File: src/rtl/keypad_encoder.sv
// keypad_encoder: scans a 4x4 matrix keypad, synchronises and debounces the
// rows, and encodes each accepted press into a 4-bit code plus class flags.
// Latency: press stable from cycle t -> key_strobe at t + 2 + DEBOUNCE + 1
// (when its column is already driven). No backpressure: key_strobe is a
// one-cycle pulse and key_code/flags hold until the next strobe.
// Ports:
//   clk, nrst             clock, synchronous active-low reset
//   row[3:0]              raw row sense lines (async, active-high)
//   col[3:0]              one-hot column drive
//   key_strobe            one-cycle pulse per accepted key
//   key_code[3:0]         code of the last accepted key
//   isdig/isop/isreg      class of the last accepted key (all 0 for 0xF)
module keypad_encoder #(
  parameter int SCAN_DIV = 1000,
  parameter int DEBOUNCE = 8
) (
  input  logic       clk,
  input  logic       nrst,
  input  logic [3:0] row,
  output logic [3:0] col,
  output logic       key_strobe,
  output logic [3:0] key_code,
  output logic       isdig,
  output logic       isop,
  output logic       isreg
);

  localparam int DW  = (SCAN_DIV > 1) ? $clog2(SCAN_DIV) : 1;
  localparam int DBW = $clog2(DEBOUNCE + 1);
  localparam logic [DW-1:0]  DWELL_LAST = DW'(SCAN_DIV - 1);
  localparam logic [DBW-1:0] DEB_LAST   = DBW'(DEBOUNCE - 1);

  typedef enum logic [1:0] {
    S_SCAN     = 2'd0,
    S_DEBOUNCE = 2'd1,
    S_PRESSED  = 2'd2,
    S_WAIT_REL = 2'd3
  } state_t;

  state_t         state_q, state_d;
  logic [3:0]     row_meta_q, row_s_q;
  logic [3:0]     col_q, col_d;
  logic [DW-1:0]  dwell_q, dwell_d;
  logic [DBW-1:0] deb_q, deb_d;
  logic [3:0]     pat_q, pat_d;
  logic           strobe_q, strobe_d;
  logic [3:0]     code_q, code_d;
  logic           isdig_q, isdig_d;
  logic           isop_q, isop_d;
  logic           isreg_q, isreg_d;

  logic [3:0] enc_code;
  logic       pat_onehot;

  // Row/column position -> key legend.
  function automatic logic [3:0] encode(input logic [3:0] pat, input logic [3:0] colv);
    logic [1:0] r;
    logic [1:0] c;
    logic [3:0] k;
    case (pat)
      4'b0001: r = 2'd0;
      4'b0010: r = 2'd1;
      4'b0100: r = 2'd2;
      default: r = 2'd3;
    endcase
    case (colv)
      4'b0001: c = 2'd0;
      4'b0010: c = 2'd1;
      4'b0100: c = 2'd2;
      default: c = 2'd3;
    endcase
    case ({r, c})
      4'h0: k = 4'h1;  4'h1: k = 4'h2;  4'h2: k = 4'h3;  4'h3: k = 4'hA;
      4'h4: k = 4'h4;  4'h5: k = 4'h5;  4'h6: k = 4'h6;  4'h7: k = 4'hB;
      4'h8: k = 4'h7;  4'h9: k = 4'h8;  4'hA: k = 4'h9;  4'hB: k = 4'hC;
      4'hC: k = 4'hF;  4'hD: k = 4'h0;  4'hE: k = 4'hE;  default: k = 4'hD;
    endcase
    return k;
  endfunction

  assign enc_code   = encode(pat_q, col_q);
  // A multi-row pattern cannot be resolved to a single key.
  assign pat_onehot = (pat_q != 4'b0) && ((pat_q & (pat_q - 4'd1)) == 4'b0);

  always_comb begin
    state_d  = state_q;
    col_d    = col_q;
    dwell_d  = dwell_q;
    deb_d    = deb_q;
    pat_d    = pat_q;
    strobe_d = 1'b0;
    code_d   = code_q;
    isdig_d  = isdig_q;
    isop_d   = isop_q;
    isreg_d  = isreg_q;

    case (state_q)
      S_SCAN: begin
        if (row_s_q != 4'b0) begin
          // Column freezes here so the code is taken from the column that lit the row.
          pat_d   = row_s_q;
          deb_d   = '0;
          state_d = S_DEBOUNCE;
        end else if (dwell_q == DWELL_LAST) begin
          dwell_d = '0;
          col_d   = {col_q[2:0], col_q[3]};
        end else begin
          dwell_d = dwell_q + 1'b1;
        end
      end

      S_DEBOUNCE: begin
        if (row_s_q == pat_q) begin
          if (deb_q == DEB_LAST) begin
            deb_d = '0;
            if (pat_onehot) begin
              state_d  = S_PRESSED;
              strobe_d = 1'b1;
              code_d   = enc_code;
              isdig_d  = (enc_code <= 4'h9);
              isop_d   = (enc_code >= 4'hA) && (enc_code <= 4'hD);
              isreg_d  = (enc_code == 4'hE);
            end else begin
              state_d = S_WAIT_REL;
            end
          end else begin
            deb_d = deb_q + 1'b1;
          end
        end else begin
          // Glitch or bounce: resume scanning on the same column.
          state_d = S_SCAN;
          dwell_d = '0;
        end
      end

      default: begin  // S_PRESSED, S_WAIT_REL: wait for a clean release
        if (state_q == S_PRESSED) state_d = S_WAIT_REL;
        if (row_s_q == 4'b0) begin
          if (deb_q == DEB_LAST) begin
            state_d = S_SCAN;
            dwell_d = '0;
            deb_d   = '0;
          end else begin
            deb_d = deb_q + 1'b1;
          end
        end else begin
          deb_d = '0;
        end
      end
    endcase
  end

  always_ff @(posedge clk) begin
    if (!nrst) begin
      state_q    <= S_SCAN;
      row_meta_q <= 4'b0;
      row_s_q    <= 4'b0;
      col_q      <= 4'b0001;
      dwell_q    <= '0;
      deb_q      <= '0;
      pat_q      <= 4'b0;
      strobe_q   <= 1'b0;
      code_q     <= 4'h0;
      isdig_q    <= 1'b0;
      isop_q     <= 1'b0;
      isreg_q    <= 1'b0;
    end else begin
      state_q    <= state_d;
      row_meta_q <= row;
      row_s_q    <= row_meta_q;
      col_q      <= col_d;
      dwell_q    <= dwell_d;
      deb_q      <= deb_d;
      pat_q      <= pat_d;
      strobe_q   <= strobe_d;
      code_q     <= code_d;
      isdig_q    <= isdig_d;
      isop_q     <= isop_d;
      isreg_q    <= isreg_d;
    end
  end

  assign col        = col_q;
  assign key_strobe = strobe_q;
  assign key_code   = code_q;
  assign isdig      = isdig_q;
  assign isop       = isop_q;
  assign isreg      = isreg_q;

endmodule

File: config.mk
export PLATFORM = sky130hd
export DESIGN_NAME = keypad_encoder
export DESIGN_NICKNAME = d
export VERILOG_FILES = /design/src/rtl/keypad_encoder.sv
export SDC_FILE = /design/constraint.sdc
export NUM_CORES = 1
export LEC_CHECK = 0
export BUFFER_PORTS_ARGS = -buffer_cell sky130_fd_sc_hd__buf_2
export CELL_PAD_IN_SITES_DETAIL_PLACEMENT = 0
export CELL_PAD_IN_SITES_GLOBAL_PLACEMENT = 1
export CORE_UTILIZATION = 44
export DETAILED_ROUTE_END_ITERATION = 12
export GPL_TIMING_DRIVEN = 0
export PLACE_DENSITY_LB_ADDON = 0.1
export SLEW_MARGIN = 15
export SYNTH_ARGS = -nofsm -noshare
export SYNTH_HDL_FRONTEND = slang
export SYNTH_SLANG_ARGS = --single-unit
File: constraint.sdc
create_clock -name clk -period 2.68 [get_ports clk]
set_clock_uncertainty 0.1 [all_clocks]
set_input_delay 0.268 -clock clk [delete_from_list [all_inputs] [get_ports clk]]
set_output_delay 0.268 -clock clk [all_outputs]
set_load 0.01 [all_outputs]
==> impl_metrics.toml, run 1 <==
[floorplanning]
core_mm2 = 0.00438
die_y_um = 69.6
die_width_um = 69.6
start_util = 0.458
io_pins = 18
die-area_mm2 = 0.00484
fp-row-count = 24

[yosys]
synth_area_mm2 = 0.00201
async_reset_ff_frac = 0
synthFlopType = "dfxtp_1"
synth-edff-count = 0
syn_avg_cell_area_um2 = 8.34
ys_ff_latch = 40
synth_cells = 241
synthDistinctLibCells = 49
yosys.area.top_type = "dfxtp_1"
synth_nets = 251
synthTopCellsByArea = "dfxtp_1 (40%), nor2_1 (4.9%), mux2i_1 (4.0%), nand2_1 (3.5%), and2_1 (3.1%)"
yosys_warnings = 0
seq_area_frac_synth = 0.399
synthDominantCellAreaShare = 0.399

[timing]
finalSetupTns_ps = 0
drv_slew = 0
post-route-period-util = 0.876
tightest_slew_ps = 674
min_period_ps = 2350
fin_ws_ps = 331
hold_viol = 0
rsz0062_at_grt = "false"
worst_hold_slack_ps = 74.8
fmax_mhz = 426
slew_headroom = 0.547
setup_violations = 0

[power_and_ir_drop]
ir_drop_mv = 0.460
cellPowerDensity_mw_per_mm2 = 565
p_leak_uw = 0.000942

[layout]
final_cell_mix = "dfxtp_1 (40), nor2_1 (26), buf_2 (23)"
drive_gt1_frac = 0.135
area_delta_synth_final_pct = 13.3
final_common_cell = "dfxtp_1"
num_antenna_cells = 0
fin_nets = 275
stdcell_count = 318
final_util = 0.519

[critical_path]
crit_required_ps = 2750
setup.worst_path.start_class = "register"
arrival_ps = 2420
critPathMaxFanout = 6
cpPeakStageDelay_ps = 480
slowest_stage = "nor4b_1"
path_cells = "nor4b_1 > inv_1 > ha_1 > a21oi_1 > and3_1 > a211oi_1 > mux2i_1 > nor2_1"
crit_type = "reg -> reg"
rrSetupSlack_ps = 330
critPathCaptureType = "register"

[clock_tree]
clock_latency_ps = 300
clock_sinks = 40
clk_path_buf_depth = 2
cts_root_buf = "clkbuf_8"
h-tree-depth = 2
numCtsBuffers = 5
tritoncts = "built"
clk_pin_slew_ps = 80

[place]
dpl_worst_slack_ps = 300
io_buffers = 17
detailed_place_hpwl_um = 3080
place_inst = 310
gp_congestion = 0.855

[global_route]
antenna_found_initial = 0
grtUsageTotal = 0.188
grt_max_degree = 14
grt_pass1_wl_um = 7160
grt_overflow = 0
grt_pass1_vias = 1497

[drt]
drt_iter0_markers = 102
via_per_inst = 5.44
dr_total_vias = 1731
post_drt_wl_per_cell_um = 13.4
routed_wl_um = 4260
m1WireLength_um = 2260
drc = 0
route.met3.wl_um = 160
dr.pass1.iters = 4
dr_wl_met2_um = 1790
top_layer = "met4"
ant_nets = 0

[run_status]
status = "finished clean"

[flow_run]
maxCapViolCount = 0

[worst_hold_path]
min_path_type = "in -> reg"
-- worst paths after layout --
kind	start	endpoint	depth (start not counted)
min reg2reg	row_meta_q[1]	row_s_q[1]	1
min	row[0]	row_meta_q[0]	2
max	col[1]	key_code[3]	8
max reg2reg	col[1]	key_code[3]	8
-- final cells by class --
type	count	area [um^2]
clock buffers	5	68.8
well taps	52	65.1
multi-input cells	182	1140
flip-flops and latches	40	801
plain buffers	12	52.6
inverters	7	26.3
fillers	428	2110
clock inverters	3	42.5
repair buffers	17	85.1
-- critical path, delay by kind of cell, from the launching register on --
family	cells	cell delay [ps]
and+or+nand+nor	3	760
AOI/OAI and AO/OA	2	430
DFF	1	420
adders and majority gates	1	230
muxes	1	170
buffers and inverters	1	120
-- through the flow --
step	power (uW)	area (um^2)
after global routing	1340	2280
final	1290	2280
after global placement	801	2160
after CTS	1300	2270
after floorplan	760	2010
after detailed placement	799	2160
-- kinds of logic (layout without fill, tap and decap cells) --
group / count (synthesis) / count (layout) / synth area share
and+or+nand+nor: 104 / 104 / 0.275
AOI/OAI and AO/OA: 60 / 60 / 0.197
DFF: 40 / 40 / 0.399
buffers and inverters: 19 / 44 / 0.0392
muxes: 8 / 8 / 0.0399
xor gates and xnor gates: 6 / 6 / 0.0262
adders and majority gates: 4 / 4 / 0.0249
-- synth_stat cells (all sizes together), types with 2 or more instances --
library cell / n
and2: 11
a31oi: 5
a22oi: 4
nor4b: 3
mux2i: 8
nor4: 4
inv: 7
nor2b: 3
o22ai: 2
xor2: 5
a211oi: 4
or4: 2
o21ai: 12
a21boi: 5
o41ai: 3
dfxtp: 40
buf: 6
nand4: 2
nor2: 26
nand2b: 2
nor3: 12
ha: 4
nand2: 20
clkbuf: 6
and3: 5
o21a: 3
nand3: 7
a21oi: 11
o31a: 2
a21o: 3
-- metal layers --
| layer | global-route usage | up-vias |
|---|---|---|
| met3 | 0.0451 | 4 |
| met1 | 0.256 | 782 |
| met5 | 0 | - |
| li1 | - | 918 |
| met2 | 0.289 | 27 |
| met4 | 0.0680 | 0 |
-- flip-flops by register name, summed over array words and instances (netlist names), 2 cells and up --
name        count
row_s_q         4
dwell_q        10
state_q         2
col             4
key_code        4
row_meta_q      4
pat_q           4
deb_q           4
-- power breakdown --
part           internal, uW  switching (uW)  leakage, uW
Sequential              610            9.86     0.000325
Combinational          61.2             105     0.000562
Clock                   276             225    0.0000541
Total                   947             340     0.000942
-- repair_timing --
action                                  in CTS  in global routing
endpoints found under the setup margin       0                  3
gates resized for setup                      0                  1
setup buffers                                0                  0
hold buffers                                 0                  0
(Power assumes the default switching activity.)
==> run 2, diff against run 1 <==
--- a/config.mk
+++ b/config.mk
@@ -6,9 +6,9 @@
 export NUM_CORES = 1
 export LEC_CHECK = 0
 export BUFFER_PORTS_ARGS = -buffer_cell sky130_fd_sc_hd__buf_2
-export CELL_PAD_IN_SITES_DETAIL_PLACEMENT = 0
-export CELL_PAD_IN_SITES_GLOBAL_PLACEMENT = 1
-export CORE_UTILIZATION = 44
+export CELL_PAD_IN_SITES_DETAIL_PLACEMENT = 2
+export CELL_PAD_IN_SITES_GLOBAL_PLACEMENT = 2
+export CORE_UTILIZATION = 35
 export DETAILED_ROUTE_END_ITERATION = 12
 export GPL_TIMING_DRIVEN = 0
 export PLACE_DENSITY_LB_ADDON = 0.1
==> impl_metrics.toml, run 2 (synthesis results as in run 1) <==
[clock_tree]
post_cts_buffers = 0
numCtsBuffers = 5
cts_root_buf = "clkbuf_8"
tritoncts = "built"
clock_sinks = 40
h-tree-depth = 2
clk_path_buf_depth = 2
clk_pin_slew_ps = 80
clock_latency_ps = 290

[drt]
route.met3.wl_um = 121
top_layer = "met4"
ant_nets = 0
drc = 0
dr_wl_met2_um = 2570
m1WireLength_um = 2720
via_per_inst = 5.49
dr.pass1.iters = 4
routed_wl_um = 5440
drt_iter0_markers = 64
dr_total_vias = 1856
post_drt_wl_per_cell_um = 16.1

[timing]
tightest_slew_ps = 721
post-route-period-util = 0.898
finalSetupTns_ps = 0
min_period_ps = 2410
slew_headroom = 0.516
hold_viol = 0
rsz0062_at_grt = "false"
setup_violations = 0
drv_slew = 0
fmax_mhz = 415

[global_route]
grt_pass1_wl_um = 9380
grt_pass1_vias = 1894
grt_max_degree = 13
antenna_found_initial = 0
grt_overflow = 0
grtUsageTotal = 0.196

[floorplanning]
die-area_mm2 = 0.00605
fp-row-count = 27
die_y_um = 77.8
core_mm2 = 0.00551
start_util = 0.365
die_width_um = 77.8
io_pins = 18

[critical_path]
setup.worst_path.start_class = "register"
slowest_stage = "nor3_1"
crit_required_ps = 2740
rrSetupSlack_ps = 270
crit_type = "reg -> reg"
path_cells = "clkbuf_1 > nor3_1 > nand2_1 > a21o_1 > nor3_2 > buf_2 > mux2i_1 > nor2_1"
ff2ff_path_depth = 8
arrival_ps = 2470
cpPeakStageDelay_ps = 430
critPathCaptureType = "register"
critPathMaxFanout = 10

[power_and_ir_drop]
clock_power_share = 0.406
p_int_uw = 1000
p_leak_uw = 0.000952
p_sw_frac = 0.255
combPwrFrac = 0.131
ir_drop_mv = 0.238
power_frac_seq = 0.463
p_sw_uw = 342
cellPowerDensity_mw_per_mm2 = 579

[layout]
area_delta_synth_final_pct = 15.3
largest_register_ffs = 10
regMostFlops = "dwell_q"
final_common_cell = "dfxtp_1"
nFillCells = 670
final_cell_mix = "dfxtp_1 (40), nor2_1 (26), buf_2 (23)"
num_antenna_cells = 0
fin_nets = 275
regArea_um2 = 801
multi_input_area_mm2 = 0.00114
final_util = 0.421
drive_gt1_frac = 0.135

[worst_hold_path]
min_path_cells = 2
min_path_type = "in -> reg"

[flow_run]
maxCapViolCount = 0

[place]
gp_congestion = 0.774
io_buffers = 17
detailed_place_hpwl_um = 4020

[run_status]
status = "finished clean"
-- run 2: cell count changes in the layout (fill, tap and decap cells not counted), sizes merged --
cell / before / now
clkbuf: 11 / 13
clkinv: 1 / 0
clkinvlp: 1 / 0
-- run 2: final timing paths --
kind,from,endpoint
worst max-delay path,pat_q[1],key_code[3]
worst max register to register,pat_q[1],key_code[3]
worst min-delay path,row[3],row_meta_q[3]
worst min register to register,row_meta_q[3],row_s_q[3]
-- run 2: critical path, delay by kind of cell, from the launching register on --
kind	cells	cell delay (ps)
and+or+nand+nor	4	920
DFF	1	330
AOI/OAI and AO/OA	1	240
buffers and inverters	2	490
muxes	1	200
-- run 2: timing repair --
item,4_1_cts,5_1_grt
gates resized for setup,0,1
setup endpoints to repair,0,1
hold buffers,0,0
-- run 2: power groups by stage --
stage	registers [uW]	logic, uW	clock network [uW]
6_report	621	176	545
5_1_grt	624	197	588
4_1_cts	622	179	560
3_5_place_dp	635	176	0
3_3_place_gp	634	172	0
2_1_floorplan	632	129	0
-- run 2: area by class of cell --
class / count / area share
Clock inverter: 1 / 0.0130
Timing Repair Buffer: 17 / 0.0367
Inverter: 7 / 0.0113
Sequential cell: 40 / 0.346
Multi-Input combinational cell: 182 / 0.490
Clock buffer: 7 / 0.0416
Tap cell: 72 / 0.0389
Buffer: 12 / 0.0227
-- run 2: metal layers --
metal  vias to the layer above  GRT usage
li1                        921          -
met5                         -          0
met3                         4     0.0353
met4                         0     0.0396
met1                       908      0.257
met2                        23      0.334
-- run 2: per-stage QoR --
step | hold WS (ps) | cells | area (um^2) | total power, uW | setup WS (ps)
2_1_floorplan | 295 | 241 | 2010 | 760 | 607
3_3_place_gp | 313 | 330 | 2180 | 806 | 241
3_5_place_dp | 321 | 330 | 2180 | 811 | 215
4_1_cts | 74.8 | 338 | 2310 | 1360 | 184
5_1_grt | 64.4 | 338 | 2320 | 1410 | 27.5
6_report | 83.0 | 338 | 2320 | 1340 | 273
==> run 3, diff against run 2 <==
--- a/config.mk
+++ b/config.mk
@@ -12,6 +12,7 @@
 export DETAILED_ROUTE_END_ITERATION = 12
 export GPL_TIMING_DRIVEN = 0
 export PLACE_DENSITY_LB_ADDON = 0.1
+export SETUP_SLACK_MARGIN = 0.3
 export SLEW_MARGIN = 15
 export SYNTH_ARGS = -nofsm -noshare
 export SYNTH_HDL_FRONTEND = slang
==> impl_metrics.toml, run 3 (synthesis results as in run 1) <==
[drt]
post_drt_wl_per_cell_um = 16.5
drc = 0
ant_nets = 0
route.met3.wl_um = 107
via_per_inst = 5.51
dr_total_vias = 1863
dr_wl_met2_um = 2650
top_layer = "met4"
dr.pass1.iters = 4
routed_wl_um = 5580
drt_iter0_markers = 81
m1WireLength_um = 2770

[place]
place_area_mm2 = 0.00218
gp_congestion = 0.774
dpl_worst_slack_ps = 215
detailed_place_hpwl_um = 4020
io_buffers = 17
place_inst = 330

[power_and_ir_drop]
cellPowerDensity_mw_per_mm2 = 568
p_int_uw = 1000
clock_power_share = 0.402
ir_drop_mv = 0.238
power_frac_seq = 0.461
p_leak_uw = 0.000954
combPwrFrac = 0.136
p_sw_uw = 345
p_sw_frac = 0.256

[layout]
final_common_cell = "dfxtp_1"
stdcell_area_mm2 = 0.00237
regMostFlops = "dwell_q"
num_antenna_cells = 0
area_delta_synth_final_pct = 18.1
nFillCells = 654
stdcell_count = 338
final_cell_mix = "dfxtp_1 (40), nor2_1 (26), buf_2 (22)"
largest_register_ffs = 10
fin_nets = 275
drive_gt1_frac = 0.154

[worst_hold_path]
min_path_type = "in -> reg"

[global_route]
grt_pass1_vias = 1894
antenna_found_initial = 0
grt_pass1_wl_um = 9380
grt_overflow = 0
grtUsageTotal = 0.196
grt_max_degree = 13

[critical_path]
cpPeakStageDelay_ps = 370
crit_type = "reg -> reg"
critPathTopFamily = "simple AND/OR/NAND/NOR gates"
critPathCaptureType = "register"
path_cells = "buf_2 > nor2b_1 > o311ai_0 > a21o_1 > nor3_4 > buf_4 > mux2i_1 > nor2_1"
setup.worst_path.start_class = "register"
crit_required_ps = 2740
critPathMaxFanout = 10
arrival_ps = 2340
slowest_stage = "dfxtp_1"
cp.buffers_inverters = 2

[timing]
setup_violations = 0
hold_viol = 0
min_period_ps = 2280
fin_ws_ps = 404
fmax_mhz = 439
rsz0062_at_grt = "true"
slew_headroom = 0.504
tightest_slew_ps = 738
finalSetupTns_ps = 0
post-route-period-util = 0.849
drv_slew = 0

[clock_tree]
cts_root_buf = "clkbuf_8"
clock_sinks = 40
h-tree-depth = 2
clock_latency_ps = 290
post_cts_buffers = 0
postCtsHoldBufs = 0
tritoncts = "built"
clk_pin_slew_ps = 80
numCtsBuffers = 5
clk_path_buf_depth = 2

[floorplanning]
fp-row-count = 27
io_pins = 18
start_util = 0.365
die_width_um = 77.8
core_mm2 = 0.00551
die-area_mm2 = 0.00605
die_y_um = 77.8

[run_status]
status = "finished clean"

[flow_run]
maxCapViolCount = 0
run 3: cell counts in the layout (fill, tap and decap cells not counted):
Identical to the previous run, type by type.
run 3: layout make-up:
| class | instances | area, um^2 | share of cell area |
|---|---|---|---|
| multi-input cells | 182 | 1190 | 0.501 |
| flip-flops and latches | 40 | 801 | 0.338 |
| clock buffers | 7 | 96.3 | 0.0406 |
| well taps | 72 | 90.1 | 0.0380 |
| repair buffers | 17 | 85.1 | 0.0359 |
| plain buffers | 12 | 55.1 | 0.0232 |
| clock inverters | 1 | 30.0 | 0.0127 |
| inverters | 7 | 26.3 | 0.0111 |
run 3: worst paths after layout:
kind	startpoint	to	slack, ps	depth (start not counted)
worst max-delay path	pat_q[2]	key_code[3]	400	8
worst min-delay path	row[3]	row_meta_q[3]	80	2
worst max register to register	pat_q[2]	key_code[3]	400	8
worst min register to register	row_meta_q[3]	row_s_q[3]	340	1
run 3: per-layer routing:
metal | GRT usage | vias up
li1 | - | 920
met1 | 0.257 | 918
met2 | 0.334 | 19
met3 | 0.0353 | 6
met4 | 0.0396 | 0
met5 | 0 | -
run 3: power groups by stage:
stage          logic [uW]  clock network (uW)  registers, uW
6_report              184                 543            622
4_1_cts               180                 560            622
3_3_place_gp          172                   0            634
3_5_place_dp          176                   0            635
5_1_grt               205                 589            624
2_1_floorplan         129                   0            632
run 3: worst reg2reg max path, delay by kind of cell (launching register included):
kind / cells / cell delay (ps)
AOI/OAI and AO/OA: 2 / 480
DFF: 1 / 370
and+or+nand+nor: 3 / 560
buffers and inverters: 2 / 460
muxes: 1 / 190
run 3: through the flow:
stage | total power [uW] | hold WS (ps) | util
after floorplan | 760 | 295 | -
after global placement | 806 | 313 | 0.397
after detailed placement | 811 | 321 | 0.397
after CTS | 1360 | 74.8 | 0.423
after global routing | 1420 | 61.6 | 0.431
final | 1350 | 84.7 | 0.431
run 3: what timing repair did:
| action | 4_1_cts | 5_1_grt |
|---|---|---|
| endpoints found under the setup margin | 6 | 8 |
| pin swaps | 0 | 1 |
| resized for setup | 3 | 9 |
| cloned | 0 | 0 |
